<file path="src/rtl/router_out_port_if.sv">
// Output-port bundle: FIFO read side, delivered byte stream and status counters.
interface router_out_port_if;
    // m_valid/m_ready: a beat transfers on a rising edge where both are high;
    // once m_valid is raised, m_data/m_last/m_err hold until that transfer.
    logic       vld_in;
    logic [7:0] data_in;
    logic       soft_reset;
    logic       read_enb;
    logic [7:0] m_data;
    logic       m_valid;
    logic       m_ready;
    logic       m_last;
    logic       m_err;
    logic [7:0] pkt_cnt;
    logic [7:0] err_cnt;
    logic [1:0] dbg_state;

    modport master (
        input  vld_in, data_in, soft_reset, m_ready,
        output read_enb, m_data, m_valid, m_last, m_err, pkt_cnt, err_cnt, dbg_state
    );

    modport slave (
        output vld_in, data_in, soft_reset, m_ready,
        input  read_enb, m_data, m_valid, m_last, m_err, pkt_cnt, err_cnt, dbg_state
    );
endinterface

</file>
<file path="src/rtl/router_out_port.sv">
// Router output port: reads bytes from the output FIFO, frames them into packets
// (header / payload / parity) and delivers them through a 2-entry registered buffer.
module router_out_port #(
    parameter int PORT_ADDR = 0
) (
    input  logic              clock,
    input  logic              reset,
    router_out_port_if.master port_if
);
    typedef enum logic [1:0] {
        ST_HDR     = 2'd0,
        ST_PAYLOAD = 2'd1,
        ST_PARITY  = 2'd2
    } state_e;

    state_e     state_q;
    logic [5:0] cnt_q;
    logic [7:0] par_q;
    logic       addr_err_q;
    logic       in_flight_q;
    logic       hd_vld_q, hd_last_q, hd_err_q;
    logic [7:0] hd_data_q;
    logic       tl_vld_q, tl_last_q, tl_err_q;
    logic [7:0] tl_data_q;
    logic [7:0] pkt_cnt_q, err_cnt_q;

    logic       pop, push, rd_en, in_last, in_err, abort;
    logic [2:0] occ;
    logic [1:0] err_inc;
    logic [8:0] err_sum, pkt_sum;

    always_comb begin
        pop     = hd_vld_q & port_if.m_ready;
        push    = in_flight_q & ~port_if.soft_reset;
        occ     = {2'b00, hd_vld_q} + {2'b00, tl_vld_q};
        rd_en   = ~reset & port_if.vld_in & ~port_if.soft_reset &
                  ((occ + {2'b00, in_flight_q}) < (3'd2 + {2'b00, pop}));
        in_last = (state_q == ST_PARITY);
        in_err  = in_last & ((port_if.data_in != par_q) | addr_err_q);
        // A flush is an abort only if it discards something: a partial packet or beats not popped this cycle.
        abort   = port_if.soft_reset & ((state_q != ST_HDR) | (occ > {2'b00, pop}));
        err_inc = {1'b0, pop & hd_last_q & hd_err_q} + {1'b0, abort};
        err_sum = {1'b0, err_cnt_q} + {7'b0, err_inc};
        pkt_sum = {1'b0, pkt_cnt_q} + {8'b0, pop & hd_last_q};
    end

    always_ff @(posedge clock or posedge reset) begin
        if (reset) begin
            state_q     <= ST_HDR;
            cnt_q       <= 6'd0;
            par_q       <= 8'h00;
            addr_err_q  <= 1'b0;
            in_flight_q <= 1'b0;
            hd_vld_q    <= 1'b0;
            hd_last_q   <= 1'b0;
            hd_err_q    <= 1'b0;
            hd_data_q   <= 8'h00;
            tl_vld_q    <= 1'b0;
            tl_last_q   <= 1'b0;
            tl_err_q    <= 1'b0;
            tl_data_q   <= 8'h00;
            pkt_cnt_q   <= 8'h00;
            err_cnt_q   <= 8'h00;
        end else begin
            in_flight_q <= rd_en;
            pkt_cnt_q   <= pkt_sum[8] ? 8'hFF : pkt_sum[7:0];
            err_cnt_q   <= err_sum[8] ? 8'hFF : err_sum[7:0];
            if (port_if.soft_reset) begin
                state_q  <= ST_HDR;
                hd_vld_q <= 1'b0;
                tl_vld_q <= 1'b0;
            end else begin
                // Head is the visible beat; the tail only fills while the head is occupied.
                if (pop && tl_vld_q) begin
                    hd_data_q <= tl_data_q;
                    hd_last_q <= tl_last_q;
                    hd_err_q  <= tl_err_q;
                    if (push) begin
                        tl_data_q <= port_if.data_in;
                        tl_last_q <= in_last;
                        tl_err_q  <= in_err;
                    end else begin
                        tl_vld_q <= 1'b0;
                    end
                end else if (pop) begin
                    if (push) begin
                        hd_data_q <= port_if.data_in;
                        hd_last_q <= in_last;
                        hd_err_q  <= in_err;
                    end else begin
                        hd_vld_q <= 1'b0;
                    end
                end else if (push) begin
                    if (hd_vld_q) begin
                        tl_data_q <= port_if.data_in;
                        tl_last_q <= in_last;
                        tl_err_q  <= in_err;
                        tl_vld_q  <= 1'b1;
                    end else begin
                        hd_data_q <= port_if.data_in;
                        hd_last_q <= in_last;
                        hd_err_q  <= in_err;
                        hd_vld_q  <= 1'b1;
                    end
                end

                if (push) begin
                    case (state_q)
                        ST_HDR: begin
                            cnt_q      <= port_if.data_in[7:2];
                            par_q      <= port_if.data_in;
                            addr_err_q <= (port_if.data_in[1:0] != PORT_ADDR[1:0]);
                            state_q    <= (port_if.data_in[7:2] != 6'd0) ? ST_PAYLOAD : ST_PARITY;
                        end
                        ST_PAYLOAD: begin
                            par_q <= par_q ^ port_if.data_in;
                            cnt_q <= cnt_q - 6'd1;
                            if (cnt_q == 6'd1) state_q <= ST_PARITY;
                        end
                        ST_PARITY: state_q <= ST_HDR;
                        default:   state_q <= ST_HDR;
                    endcase
                end
            end
        end
    end

    assign port_if.read_enb  = rd_en;
    assign port_if.m_data    = hd_data_q;
    assign port_if.m_valid   = hd_vld_q;
    assign port_if.m_last    = hd_last_q;
    assign port_if.m_err     = hd_err_q;
    assign port_if.pkt_cnt   = pkt_cnt_q;
    assign port_if.err_cnt   = err_cnt_q;
    assign port_if.dbg_state = state_q;
endmodule

</file>
<file path="src/flat_wrapper.sv">
// flat-port wrapper written by rule: the top's interface ports become plain ports
module router_out_port_flat 
#(
    parameter int PORT_ADDR = 0
)
  (clock, reset, port_if_vld_in, port_if_data_in, port_if_soft_reset, port_if_m_ready, port_if_read_enb, port_if_m_data, port_if_m_valid, port_if_m_last, port_if_m_err, port_if_pkt_cnt, port_if_err_cnt, port_if_dbg_state);
  router_out_port_if port_if_i ();
  input  logic clock;
  input  logic reset;
  input wire logic [$bits(port_if_i.vld_in)-1:0] port_if_vld_in;
  input wire logic [$bits(port_if_i.data_in)-1:0] port_if_data_in;
  input wire logic [$bits(port_if_i.soft_reset)-1:0] port_if_soft_reset;
  input wire logic [$bits(port_if_i.m_ready)-1:0] port_if_m_ready;
  output wire logic [$bits(port_if_i.read_enb)-1:0] port_if_read_enb;
  output wire logic [$bits(port_if_i.m_data)-1:0] port_if_m_data;
  output wire logic [$bits(port_if_i.m_valid)-1:0] port_if_m_valid;
  output wire logic [$bits(port_if_i.m_last)-1:0] port_if_m_last;
  output wire logic [$bits(port_if_i.m_err)-1:0] port_if_m_err;
  output wire logic [$bits(port_if_i.pkt_cnt)-1:0] port_if_pkt_cnt;
  output wire logic [$bits(port_if_i.err_cnt)-1:0] port_if_err_cnt;
  output wire logic [$bits(port_if_i.dbg_state)-1:0] port_if_dbg_state;
  assign port_if_i.vld_in = port_if_vld_in;
  assign port_if_i.data_in = port_if_data_in;
  assign port_if_i.soft_reset = port_if_soft_reset;
  assign port_if_i.m_ready = port_if_m_ready;
  assign port_if_read_enb = port_if_i.read_enb;
  assign port_if_m_data = port_if_i.m_data;
  assign port_if_m_valid = port_if_i.m_valid;
  assign port_if_m_last = port_if_i.m_last;
  assign port_if_m_err = port_if_i.m_err;
  assign port_if_pkt_cnt = port_if_i.pkt_cnt;
  assign port_if_err_cnt = port_if_i.err_cnt;
  assign port_if_dbg_state = port_if_i.dbg_state;
  router_out_port #(.PORT_ADDR(PORT_ADDR)) u_core (.clock(clock), .reset(reset), .port_if(port_if_i));
endmodule
</file>
<file path="config.mk">
export PLATFORM = sky130hd
export DESIGN_NAME = router_out_port_flat
export DESIGN_NICKNAME = d
export VERILOG_FILES = /design/src/rtl/router_out_port_if.sv /design/src/rtl/router_out_port.sv /design/src/flat_wrapper.sv
export SDC_FILE = /design/constraint.sdc
export NUM_CORES = 1
export LEC_CHECK = 0
export CORE_MARGIN = 2
export CORE_UTILIZATION = 40
export DETAILED_ROUTE_END_ITERATION = 8
export PLACE_DENSITY = 0.65
export SYNTH_ARGS = -nofsm -noshare
export SYNTH_HDL_FRONTEND = slang
export SYNTH_SLANG_ARGS = --single-unit
export TNS_END_PERCENT = 100
</file>
<file path="constraint.sdc">
create_clock -name clock -period 2.28 [get_ports clock]
set_input_delay 0.228 -clock clock [delete_from_list [all_inputs] [get_ports clock]]
set_output_delay 0.228 -clock clock [all_outputs]
set_load 0.02 [all_outputs]
</file>
==> results.txt, run 1 <==
clock sinks -> 56
Period Utilization, post-route -> 0.965
syn_nets -> 306
CP required -> 2.05 ns
CTS Hold Bufs -> 0
post-DP HPWL -> 4270 um
Worst-path clk slew -> 0.10 ns
CP Cell Sequence -> buf_4, fa_1, o21ai_0, and4_1, buf_2
slowest stage delay, CP -> 0.47 ns
Critical R2R Launch -> u_core.port_if.m_valid
Routed Antenna Nets -> 0
worst min path class -> primary input to async pin
ant diodes -> 0
Data arrival, critical path -> 1.97 ns
nets@finish -> 361
IO Count -> 43
R2R setup slack -> 0.10 ns
drt first pass iters -> 5
final setup fails -> 0
Wirelength per Cell -> 14.1 um
CTS H-tree lvls -> 2
outcome -> finished clean
Cell variety after synth -> 41
crit path from -> u_core.port_if.m_valid
vias in the first global route -> 2,064
RSZ-0062 raised after global routing -> false
Initial Util -> 0.418
first-pass GRT wire length -> 10,200 um
crit path capture type -> output port
Slew headroom -> 0.520
Core Box Area -> 6910 um2
Final Max Tran Viols -> 0
maximum number of pins on one net before global-route repair -> 57
DIE HEIGHT -> 89.0 um
Clock Path Buffers -> 2
IO buf count -> 42
highest routed layer -> met4
post-synthesis sequential area ratio -> 0.485
leakage -> 0.00165 uW
share of post-route cells with drive strength above 1 -> 0.163
FF+latch count, synth -> 56
initial antenna violation count -> 0
Least-Margin Pin Slew -> 0.719 ns
Avg Inst Size Synth -> 10.2 um2
GRT Resource Usage Total -> 0.167
min cycle time layout -> 2.20 ns
clk_lat worst skew -> 0.31 ns
Gate Count Post-Synth -> 282
worst setup path end -> port_if_read_enb
gr ovfl total -> 0
slowest CP cell -> fa_1
die area -> 7920 um2
placed instance count -> 426
TritonCTS buffer count -> 5
Max FO, Critical Path -> 3
kind of critical path -> register to output port
metal2 WL -> 2850 um
Hold Vio Cnt, Final -> 0
asr flop ratio synth -> 1.00
number of max-cap violations -> 0
Pwr Density -> 843 nW/um2
CTS root buf -> clkbuf_8
reg2reg path depth -> 9
final worst clock skew -> 0.00925 ns
vias per cell -> 5.09
Routed WL -> 6100 um
Worst Hold Margin -> 0.457 ns
P&R area growth vs syn -> 26.5%
Peak Freq -> 0.454 GHz
synthesis warning total -> 0
Worst VDD drop -> 0.000418 V
WL met1 -> 3080 um
startpoint types -> register
FF-to-FF End -> u_core.port_if.err_cnt[6]
vias -> 2,209
Mapped Area -> 2890 um2
row cnt -> 30
die width -> 89.0 um
Final WS setup -> 0.0796 ns
Post-synth top flop -> dfrtp_1
1st-iter DRT viols -> 133
drt drc -> 0
met3 WL post-DR -> 128 um
CTS tree -> yes
dpl ws -> -0.211 ns
number of synthesized flops with an enable pin -> 0
Post-Layout Cell Count -> 434
routability congestion estimate -> 0.800
==> Yosys cell counts (all sizes together), types with 3 or more instances <==
| cell | number | area share |
|---|---|---|
| xnor2 | 10 | 0.030 |
| and3 | 5 | 0.011 |
| o21ai | 23 | 0.040 |
| dfrtp | 56 | 0.49 |
| clkbuf | 4 | 0.0052 |
| nor2b | 3 | 0.0065 |
| nor3 | 5 | 0.010 |
| nand3 | 10 | 0.017 |
| ha | 9 | 0.039 |
| nor4 | 3 | 0.0065 |
| mux2 | 11 | 0.043 |
| nand3b | 3 | 0.0078 |
| a32o | 5 | 0.017 |
| nor2 | 27 | 0.035 |
| inv | 9 | 0.012 |
| a21oi | 26 | 0.045 |
| mux2i | 12 | 0.042 |
| nand2b | 8 | 0.017 |
| buf | 9 | 0.020 |
| nand2 | 17 | 0.022 |
| xor2 | 6 | 0.018 |
==> area by class of cell <==
type	count	area, um2
Fill cell	635	3250
Timing Repair Buffer	61	562
Clock buffer	6	82.6
Multi-Input combinational cell	204	1440
Sequential cell	56	1400
Tap cell	96	120
Inverter	9	33.8
Clock inverter	2	10.0
==> kinds of logic (layout without fill, tap and decap cells) <==
kind of cell               count (synthesis)  in the layout  synth area share
and+or+nand+nor                           89             89             0.158
AOI/OAI and AO/OA                         65             65             0.134
DFF                                       56             56             0.485
muxes                                     23             23            0.0845
buffers and inverters                     22             78            0.0372
xor gates and xnor gates                  16             16            0.0485
adders and majority gates                 11             11            0.0528
==> per-layer routing <==
metal  vias up  global-route usage
met5         -                   0
met4         0              0.0529
met3         2              0.0305
met2        23               0.250
met1      1080               0.246
li1       1104                   -
==> power by group <==
part	leakage [uW]	switching, uW	internal (uW)
combinational	0.000891	539	543
sequential	0.000708	209	1230
clock	0.0000510	320	244
total	0.00165	1070	2010
==> layout by cell type (no fill, tap or decap), types with 7 or more instances in the layout <==
cell type	instances
a21oi_1	26
buf_4	18
clkdlybuf4s50_1	41
dfrtp_1	55
ha_1	7
inv_1	7
mux2_2	11
mux2i_1	12
nand2_1	15
nand2b_1	8
nand3_1	9
nor2_1	27
o21ai_0	22
xnor2_1	10
==> metrics by stage <==
step | total power [uW] | util | setup TNS [ns] | cell area [um2]
6_report | 3080 | 0.529 | 0 | 3650
5_1_grt | 3310 | 0.529 | 0 | 3650
4_1_cts | 3120 | 0.529 | 0 | 3650
3_5_place_dp | 2520 | 0.509 | -1.19 | 3510
3_3_place_gp | 2510 | 0.509 | -0.450 | 3510
2_1_floorplan | 2090 | - | 0 | 2900
==> worst min-delay path by stage <==
stage / to / slack (ns) / depth (start not counted)
detailed placement: u_core.tl_err_q / 0.46 / 2
CTS: u_core.tl_err_q / 0.49 / 2
global route: u_core.tl_err_q / 0.50 / 2
finish: u_core.cnt_q[2] / 0.46 / 3
floorplan: u_core.cnt_q[3] / 0.37 / 2
global placement: u_core.tl_err_q / 0.46 / 2
==> timing repair <==
item | CTS | global route
setup endpoints to repair | 8 | 8
resized for setup | 13 | 1
pin swaps | 3 | 2
buffers inserted | 0 | 0
==> flip-flops by register name (all words and copies together), names as in the netlist, 2 cells and up <==
signal,cells
u_core.tl_data_q,8
u_core.port_if.err_cnt,8
u_core.cnt_q,6
u_core.port_if.m_data,8
u_core.par_q,8
u_core.port_if.dbg_state,2
u_core.port_if.pkt_cnt,8
==> worst max-delay path: cells and delay by family (launching register included) <==
family          cells  cell delay (ns)
simple gates        1             0.24
flops               1             0.45
fa+ha+maj           1             0.47
buf+inv             2             0.32
compound gates      1             0.19
No activity file was read; power rests on OpenSTA's default activity.
==> run 2: changes to the inputs <==
CAP_MARGIN = 30   (was not set)
==> results of run 2 <==
The final DEF is identical to that of run 1; final timing and power are the same.
==> run 3: changes to the inputs <==
SETUP_SLACK_MARGIN = 0.2   (was not set)
==> run 3 against run 2 <==
Effect of this change: critical path type is now register to register; combinational power barely moved; highest routed layer unchanged; critical endpoint is now u_core.port_if.err_cnt[6]; core utilization rose by 0.91 points; global-route usage rose by 1.0 points; clock power rose by 22%.
==> results.txt, run 3 (synthesis gave the netlist of run 1 again) <==
outcome -> finished clean
Peak Freq -> 0.462 GHz (+1.7%)
IO buf count -> 42 (unchanged)
Routed Antenna Nets -> 0 (unchanged)
Wirelength per Cell -> 14.6 um (+3.9%)
Pwr Total -> 3230 uW (+4.7%)
Core Box Area -> 6910 um2 (unchanged)
slowest stage delay, CP -> 0.47 ns (about the same)
Slew headroom -> 0.535 (+0.0147)
die width -> 89.0 um (unchanged)
met2 Use GR -> 0.290 (+0.0393)
vias in the first global route -> 2,232 (+8.1%)
kind of critical path -> register to register
slowest CP cell -> dfrtp_2
Sw Share -> 0.345 (-0.00144)
Final Cell Area -> 3720 um2 (+1.7%)
Worst-path clk slew -> 0.11 ns (about the same)
Worst Hold Margin -> 0.516 ns (+0.0580 ns)
worst min path class -> register to register
fillers -> 649 (+2.2%)
Final Max Tran Viols -> 0 (unchanged)
CP Cell Sequence -> ha_4, xor2_1, nor2_1, o41ai_2, fa_2, inv_2, ha_4, and3_4, nand3b_1, o21a_1
row cnt -> 30 (unchanged)
DIE HEIGHT -> 89.0 um (unchanged)
vias -> 2,235 (+1.2%)
placed cell area -> 3550 um2 (+1.1%)
Initial Util -> 0.418 (unchanged)
Worst VDD drop -> 0.000566 V (+36%)
Critical R2R Launch -> u_core.tl_vld_q
Worst path most repeated cell -> ha_4
GRT Resource Usage Total -> 0.177 (+0.0103)
clock sinks -> 56 (unchanged)
met3 usage in global routing -> 0.0406 (+0.0102)
Routed WL -> 6380 um (+4.6%)
initial antenna violation count -> 0 (unchanged)
TritonCTS buffer count -> 5 (unchanged)
commonest non-fill, non-tap cells in the layout -> 54 x dfrtp_1, 41 x clkdlybuf4s50_1, 27 x nor2_1
P&R area growth vs syn -> 28.6%
met1 Track Usage GR -> 0.243 (-0.00268)
GR peak layer -> met2
Max FO, Critical Path -> 4 (+1)
vias per cell -> 5.11 (+0.48%)
Pwr Density -> 868 nW/um2 (+3.0%)
1st-iter DRT viols -> 146 (+9.8%)
first-pass GRT wire length -> 10,800 um (+6.0%)
die area -> 7920 um2 (unchanged)
drt first pass iters -> 4 (-1)
Seq pwr share -> 0.448 (-0.018)
IO Count -> 43 (unchanged)
Clock Path Buffers -> 2 (unchanged)
RSZ-0062 raised after global routing -> true
Worst Hold Launch -> u_core.tl_data_q[0]
drt drc -> 0 (unchanged)
startpoint types -> register
CTS tree -> yes
commonest non-fill, non-tap cell in the layout -> dfrtp_1
post-DP HPWL -> 4630 um (+8.6%)
clk_lat worst skew -> 0.31 ns (about the same)
Final Core Density -> 0.538 (+0.00906)
routability congestion estimate -> 0.843 (+5.4%)
min cycle time layout -> 2.16 ns (-0.0378 ns)
crit path from -> u_core.tl_vld_q
nets@finish -> 364 (+0.83%)
Sw Pwr -> 1110 uW (+4.3%)
clock group share of total power -> 0.213 (+0.030)
CTS root buf -> clkbuf_8
CTS H-tree lvls -> 2 (unchanged)
Pint -> 2110 uW (+5.0%)
gr ovfl total -> 0 (unchanged)
maximum number of pins on one net before global-route repair -> 57 (unchanged)
crit path capture type -> register
Hold Vio Cnt, Final -> 0 (unchanged)
combinational fraction of design power -> 0.339 (-0.012)
Least-Margin Pin Slew -> 0.697 ns (-0.0220 ns)
CP required -> 2.49 ns (+0.44 ns)
final worst clock skew -> 0.00717 ns (-0.00208 ns)
final setup fails -> 0 (unchanged)
share of post-route cells with drive strength above 1 -> 0.173 (+0.0103)
Period Utilization, post-route -> 0.948 (-0.0166)
number of max-cap violations -> 0 (unchanged)
leakage -> 0.00167 uW (+1.3%)
ant diodes -> 0 (unchanged)
Data arrival, critical path -> 2.37 ns (+0.40 ns)
[run 3: cell type report]
cell class,count,area [um2],area share
clock buffers,5,68.8,0.0185
multi-input cells,204,1450,0.389
inverters,9,37.5,0.0101
well taps,96,120,0.0323
clock inverters,3,50.0,0.0135
flip-flops and latches,56,1400,0.378
repair buffers,64,591,0.159
[run 3: power groups by stage]
stage | Clock (uW) | Sequential (uW) | Combinational [uW]
after CTS | 707 | 1440 | 1090
after global routing | 742 | 1480 | 1210
after global placement | 0 | 1460 | 1080
after detailed placement | 0 | 1460 | 1090
final | 688 | 1440 | 1090
after floorplan | 0 | 1560 | 546
[run 3: worst paths after layout]
check | endpoint | slack, ns | cells after the start
max in group asynchronous | u_core.tl_vld_q | 1.16 | 3
max reg2reg | u_core.port_if.err_cnt[6] | 0.12 | 10
max | u_core.port_if.err_cnt[6] | 0.12 | 10
min reg2reg | u_core.tl_data_q[0] | 0.52 | 1
min | u_core.tl_data_q[0] | 0.52 | 1
min in group asynchronous | u_core.par_q[3] | 0.63 | 3
[run 3: layer usage]
metal / up-vias / share of wire
met4: 0 / 0.0058
met2: 38 / 0.48
met1: 1069 / 0.48
met5: - / 0
met3: 5 / 0.032
li1: 1123 / -
[run 3: repair_timing]
| item | in CTS | in global routing |
|---|---|---|
| hold buffers | 0 | 0 |
| gates resized for setup | 5 | 6 |
| setup buffers | 2 | 2 |
| pin swaps | 5 | 5 |
| endpoints found under the setup margin | 9 | 12 |
| gates cloned | 0 | 0 |
[run 3: worst max-delay path: cells and delay by family (launching register included)]
kind | cells | cell delay [ns]
AO/OA/AOI/OAI | 2 | 0.19
XOR/XNOR | 1 | 0.15
adder cells (fa/ha/maj) | 3 | 0.77
buffers and inverters | 1 | 0.08
flip-flops | 1 | 0.47
AND/OR/NAND/NOR | 3 | 0.40
[run 3: through the flow]
stage               setup TNS, ns  std cells  setup slack, ns
CTS                             0        435            0.123
finish                          0        437            0.117
floorplan                       0        282           0.0872
global placement                0        425           0.0168
detailed placement         -0.224        425          -0.0389
global route              -0.0153        437         -0.00786
